--- src/rtl/loadable_down_timer.sv ---
// Loadable down-counter with an IDLE/RUN/DONE controller and a one-cycle done pulse.
// Optional auto-reload restarts from the last loaded value after every terminal count.
module loadable_down_timer #(
  parameter int WIDTH       = 4,
  parameter int AUTO_RELOAD = 0
) (
  input  logic             clk,
  input  logic             rst_n,
  input  logic             load,
  input  logic [WIDTH-1:0] load_val,
  input  logic             en,
  input  logic             clr,
  output logic [WIDTH-1:0] count,
  output logic             busy,
  output logic             done
);

  typedef enum logic [1:0] {
    IDLE = 2'd0,
    RUN  = 2'd1,
    DONE = 2'd2
  } state_t;

  localparam logic [WIDTH-1:0] ZERO = {WIDTH{1'b0}};
  localparam logic [WIDTH-1:0] ONE  = {{(WIDTH-1){1'b0}}, 1'b1};

  state_t           state_r;
  logic [WIDTH-1:0] count_r;
  logic [WIDTH-1:0] reload_r;
  logic [WIDTH-1:0] dec_s;

  // Decrement datapath; RUN never holds zero, so the modulo wrap is never consumed
  assign dec_s = count_r - ONE;

  // Controller and count/reload registers: clr beats load, load beats counting
  always_ff @(posedge clk or negedge rst_n) begin
    if (!rst_n) begin
      state_r  <= IDLE;
      count_r  <= ZERO;
      reload_r <= ZERO;
    end else if (clr) begin
      state_r <= IDLE;
      count_r <= ZERO;
    end else if (load) begin
      reload_r <= load_val;
      if (load_val != ZERO) begin
        count_r <= load_val;
        state_r <= RUN;
      end else begin
        count_r <= ZERO;
        state_r <= DONE;
      end
    end else begin
      case (state_r)
        IDLE: begin
          state_r <= IDLE;
        end
        RUN: begin
          if (en) begin
            if (count_r == ONE) begin
              count_r <= ZERO;
              state_r <= DONE;
            end else begin
              count_r <= dec_s;
            end
          end
        end
        DONE: begin
          // A zero reload value keeps the timer in DONE, pulsing every cycle
          if (AUTO_RELOAD != 0) begin
            count_r <= reload_r;
            state_r <= (reload_r != ZERO) ? RUN : DONE;
          end else begin
            count_r <= ZERO;
            state_r <= IDLE;
          end
        end
        default: begin
          count_r <= ZERO;
          state_r <= IDLE;
        end
      endcase
    end
  end

  assign count = count_r;
  assign busy  = (state_r == RUN);
  assign done  = (state_r == DONE);

endmodule

--- config.mk ---
export PLATFORM = sky130hd
export DESIGN_NAME = loadable_down_timer
export DESIGN_NICKNAME = d
export VERILOG_FILES = /design/src/rtl/loadable_down_timer.sv
export SDC_FILE = /design/constraint.sdc
export NUM_CORES = 1
export LEC_CHECK = 0
export BUFFER_PORTS_ARGS = -buffer_cell sky130_fd_sc_hd__buf_2
export CAP_MARGIN = 15
export CORE_AREA = 2 2 39 41
export CTS_CLUSTER_DIAMETER = 200
export CTS_CLUSTER_SIZE = 16
export DETAILED_ROUTE_END_ITERATION = 8
export DIE_AREA = 0 0 41 43
export GPL_ROUTABILITY_DRIVEN = 0
export HOLD_SLACK_MARGIN = 0.05
export PLACE_DENSITY_LB_ADDON = 0.25
export SLEW_MARGIN = 20
export SYNTH_ARGS = -nofsm -noshare
export SYNTH_HDL_FRONTEND = slang
export SYNTH_SLANG_ARGS = --single-unit
--- constraint.sdc ---
create_clock -name clk -period 1.81 [get_ports clk]
set_input_delay 0.0905 -clock clk [delete_from_list [all_inputs] [get_ports clk]]
set_output_delay 0.0905 -clock clk [all_outputs]
set_load 0.01 [all_outputs]
==> impl_metrics.prom <==
# TYPE chip_impl_metric gauge
chip_impl_info{name="status",value="complete, no violations"} 1
chip_impl_metric{name="synthCells",unit=""} 46
chip_impl_metric{name="synthesis.area_per_instance",unit="um^2"} 9.49
chip_impl_metric{name="gates_resized_cts_repair",unit=""} 0
chip_impl_info{name="synth_top_cells_by_area",value="dfrtp_1 (34%), ha_1 (5.7%), a211oi_4 (4.6%)"} 1
chip_impl_metric{name="power.net_switching",unit="mW"} 0.111
chip_impl_metric{name="grtUsageTotal",unit="%"} 15.4
chip_impl_metric{name="cts_buffers",unit=""} 3
chip_impl_info{name="reg2reg_end",value="state_r[0]"} 1
chip_impl_metric{name="clock_skew",unit="ps"} 9.55
chip_impl_metric{name="top_level_ports",unit=""} 15
chip_impl_info{name="crit_path_cell_trace",value="inv_1 > ha_1 > or3b_1 > o21ai_1 > a21oi_1"} 1
chip_impl_metric{name="core.rowCount",unit=""} 14
chip_impl_metric{name="fmax",unit="MHz"} 708
chip_impl_metric{name="drt-pass1-iter-count",unit=""} 4
chip_impl_metric{name="wirelength",unit="um"} 1070
chip_impl_metric{name="grt_pass1_wl",unit="um"} 1800
chip_impl_metric{name="cts-htree-levels",unit=""} 1
chip_impl_metric{name="first_global_vias",unit=""} 388
chip_impl_info{name="start_kind",value="flop"} 1
chip_impl_metric{name="time_the_worst_path_needs_with_i_o_delays_and_setup",unit="ps"} 1410
chip_impl_info{name="critical_path_class",value="reg2reg"} 1
chip_impl_metric{name="drive_above_1_share",unit="%"} 31.7
chip_impl_metric{name="worst_skew_pair.late_latency",unit="ps"} 240
chip_impl_info{name="hold_path_startpoint",value="clr"} 1
chip_impl_metric{name="p_int",unit="mW"} 0.262
chip_impl_metric{name="die_width",unit="um"} 41
chip_impl_metric{name="dpl_cell_area",unit="um^2"} 522
chip_impl_metric{name="clock_power_share",unit="%"} 32.6
chip_impl_metric{name="combPwrFrac",unit="%"} 25.5
chip_impl_metric{name="worst-path-max-fanout",unit=""} 4
chip_impl_info{name="timing.critical_path.slowest_stage_cell",value="or3b_1"} 1
chip_impl_metric{name="post_synth_design_cell_area",unit="um^2"} 437
chip_impl_metric{name="dp.final_hpwl",unit="um"} 845
chip_impl_info{name="grt-busiest-layer",value="met1"} 1
chip_impl_metric{name="route.vias.total",unit=""} 432
chip_impl_metric{name="area_overhead_vs_synth",unit="%"} 26.9
chip_impl_metric{name="vdd.ir_drop.worst",unit="mV"} 0.375
chip_impl_metric{name="fp.coreArea",unit="um^2"} 1380
chip_impl_info{name="final_cell_mix",value="buf_2 (14), dfrtp_1 (6), inv_1 (4), a21oi_1 (4)"} 1
chip_impl_metric{name="vias_per_cell",unit=""} 5.47
chip_impl_metric{name="timing.critical_path.depth",unit=""} 5
chip_impl_metric{name="worst_r2r_path_depth",unit=""} 5
chip_impl_metric{name="grt_overflow",unit=""} 0
chip_impl_metric{name="p_sw_share",unit="%"} 29.8
chip_impl_metric{name="arrival",unit="ps"} 1540
chip_impl_metric{name="maxCapViolCount",unit=""} 0
chip_impl_info{name="critical_path.reg2reg.startpoint",value="count[1]"} 1
chip_impl_metric{name="groute.layer.met3.usage",unit="%"} 6.28
chip_impl_metric{name="power.sequential.fraction",unit="%"} 41.9
chip_impl_metric{name="initial_core_util",unit="%"} 31.6
chip_impl_metric{name="seq_area_frac_synth",unit="%"} 34.4
chip_impl_metric{name="power-per-cell-area",unit="nW/um^2"} 672
chip_impl_metric{name="dieHeight",unit="um"} 43
chip_impl_metric{name="netlist.area_leader.share",unit="%"} 34.4
chip_impl_metric{name="maximum_number_of_pins_on_one_net_before_global_route_repair",unit=""} 12
chip_impl_metric{name="setup_viol",unit=""} 0
chip_impl_metric{name="leakagePower",unit="nW"} 0.252
chip_impl_metric{name="clk_path_buf_depth",unit=""} 2
chip_impl_metric{name="remaining_drc_errors",unit=""} 0
chip_impl_metric{name="cp.required",unit="ps"} 1940
chip_impl_metric{name="cts.sink_count",unit=""} 6
chip_impl_metric{name="layout.cell_area.non_filler",unit="um^2"} 554
chip_impl_metric{name="grt.met1_usage",unit="%"} 20.9
chip_impl_metric{name="wl_per_cell",unit="um"} 13.6
chip_impl_metric{name="fin_crit_sh",unit="%"} 78.0
chip_impl_metric{name="nets",unit=""} 76
chip_impl_info{name="cts_tree",value="done"} 1
chip_impl_metric{name="maxSlewHeadroom",unit="%"} 74.4
chip_impl_metric{name="n_antenna_cell",unit=""} 0
chip_impl_info{name="critical_path.top_delay_family",value="simple AND/OR/NAND/NOR gates"} 1
chip_impl_info{name="rsz0062_at_grt",value="false"} 1
chip_impl_metric{name="drt-initial-drc-count",unit=""} 9
chip_impl_info{name="critical_path.endpoint_type",value="flop"} 1
chip_impl_info{name="synth_top_area_cell",value="dfrtp_1"} 1
chip_impl_metric{name="postSynthRegisterBits",unit=""} 6
chip_impl_metric{name="total_power",unit="mW"} 0.373
chip_impl_metric{name="post_route_ant_nets",unit=""} 0
chip_impl_info{name="final_common_cell",value="buf_2"} 1
chip_impl_metric{name="mappedNetlistNets",unit=""} 57
chip_impl_metric{name="utilization",unit="%"} 40.1
chip_impl_metric{name="regToRegSetupSlack",unit="ps"} 400
chip_impl_metric{name="fin_hold_ws",unit="ps"} 110
chip_impl_metric{name="ys.warnings.count",unit=""} 0
chip_impl_metric{name="tightest_slew",unit="ps"} 381
chip_impl_metric{name="final-max-slew-violation-count",unit=""} 0
chip_impl_metric{name="numPortBuffers",unit=""} 14
chip_impl_metric{name="hold_viol_final",unit=""} 0
chip_impl_metric{name="setup_total_negative_slack",unit="ps"} 0
chip_impl_metric{name="cts.hold.buffers_added",unit=""} 1
chip_impl_metric{name="worst_path_largest_cell_delay",unit="ps"} 400
chip_impl_metric{name="clock_transition_at_the_registers_of_the_reported_paths",unit="ps"} 50
chip_impl_metric{name="die-area",unit="um^2"} 1760
chip_impl_info{name="critical_path.startpoint",value="count[1]"} 1
chip_impl_metric{name="grt_use_met2",unit="%"} 20.3
chip_impl_metric{name="yosys.cell_types.count",unit=""} 26
chip_impl_metric{name="critical_path_buf_inv_count",unit=""} 1
chip_impl_metric{name="postCtsSetupRepairBufs",unit=""} 0
chip_impl_info{name="endpoint",value="state_r[0]"} 1
chip_impl_info{name="worstHoldPathType",value="in2reg"} 1
chip_impl_metric{name="antenna_violations_before_repair",unit=""} 0
chip_impl_info{name="clock-root-buffer",value="clkbuf_4"} 1
[cells by family after synthesis]
kind of cell / synth area share, %
AOI/OAI and AO/OA: 25.8
and+or+nand+nor: 29.5
adders and majority gates: 5.73
DFF: 34.4
buffers and inverters: 4.58
[cells in the mapped netlist]
cell type / number
a211o_1: 1
a211oi_1: 1
a211oi_4: 1
a21oi_1: 4
a221oi_1: 2
a311oi_1: 1
a32oi_1: 1
and2_1: 1
and2b_1: 1
buf_2: 1
dfrtp_1: 6
ha_1: 2
inv_1: 4
nand2_1: 1
nand2b_1: 2
nand3_1: 2
nand4_1: 2
nand4b_1: 1
nor2_1: 3
nor2b_1: 2
nor3_1: 2
nor3b_4: 1
nor4_1: 1
o21ai_1: 1
o32ai_2: 1
or3b_1: 1
[registers in the layout (all words and copies together) (netlist names)]
register / flops
count: 4
state_r: 2
[metal layers]
layer	wire, um	up-vias
li1	-	210
met1	502	208
met2	490	12
met3	73	2
met4	6	0
met5	0	-
[through the flow]
| step | setup slack, ps | instances |
|---|---|---|
| CTS | 388 | 79 |
| finish | 398 | 79 |
| detailed placement | 384 | 75 |
| global route | 235 | 79 |
| global placement | 417 | 75 |
| floorplan | 447 | 46 |
[worst min-delay path by stage]
stage,endpoint,slack [ps],cells past startpoint
global placement,state_r[1],-80,1
finish,state_r[1],110,2
global route,state_r[1],120,2
floorplan,count[0],-210,0
CTS,state_r[1],110,2
detailed placement,state_r[1],-80,1
[power by group through the flow]
stage	clock network (mW)	registers (mW)	logic (mW)
6_report	0.122	0.156	0.0948
5_1_grt	0.136	0.158	0.106
4_1_cts	0.126	0.156	0.0952
3_5_place_dp	0	0.158	0.0932
3_3_place_gp	0	0.158	0.0944
2_1_floorplan	0	0.159	0.0542
[area by class of cell]
class                           instances  area, um^2
Fill cell                             152         830
Multi-Input combinational cell         35         267
Sequential cell                         6         150
Timing Repair Buffer                   15        80.1
Clock buffer                            3        22.5
Tap cell                               16        20.0
Inverter                                4        15.0
(Power assumes the default switching activity.)
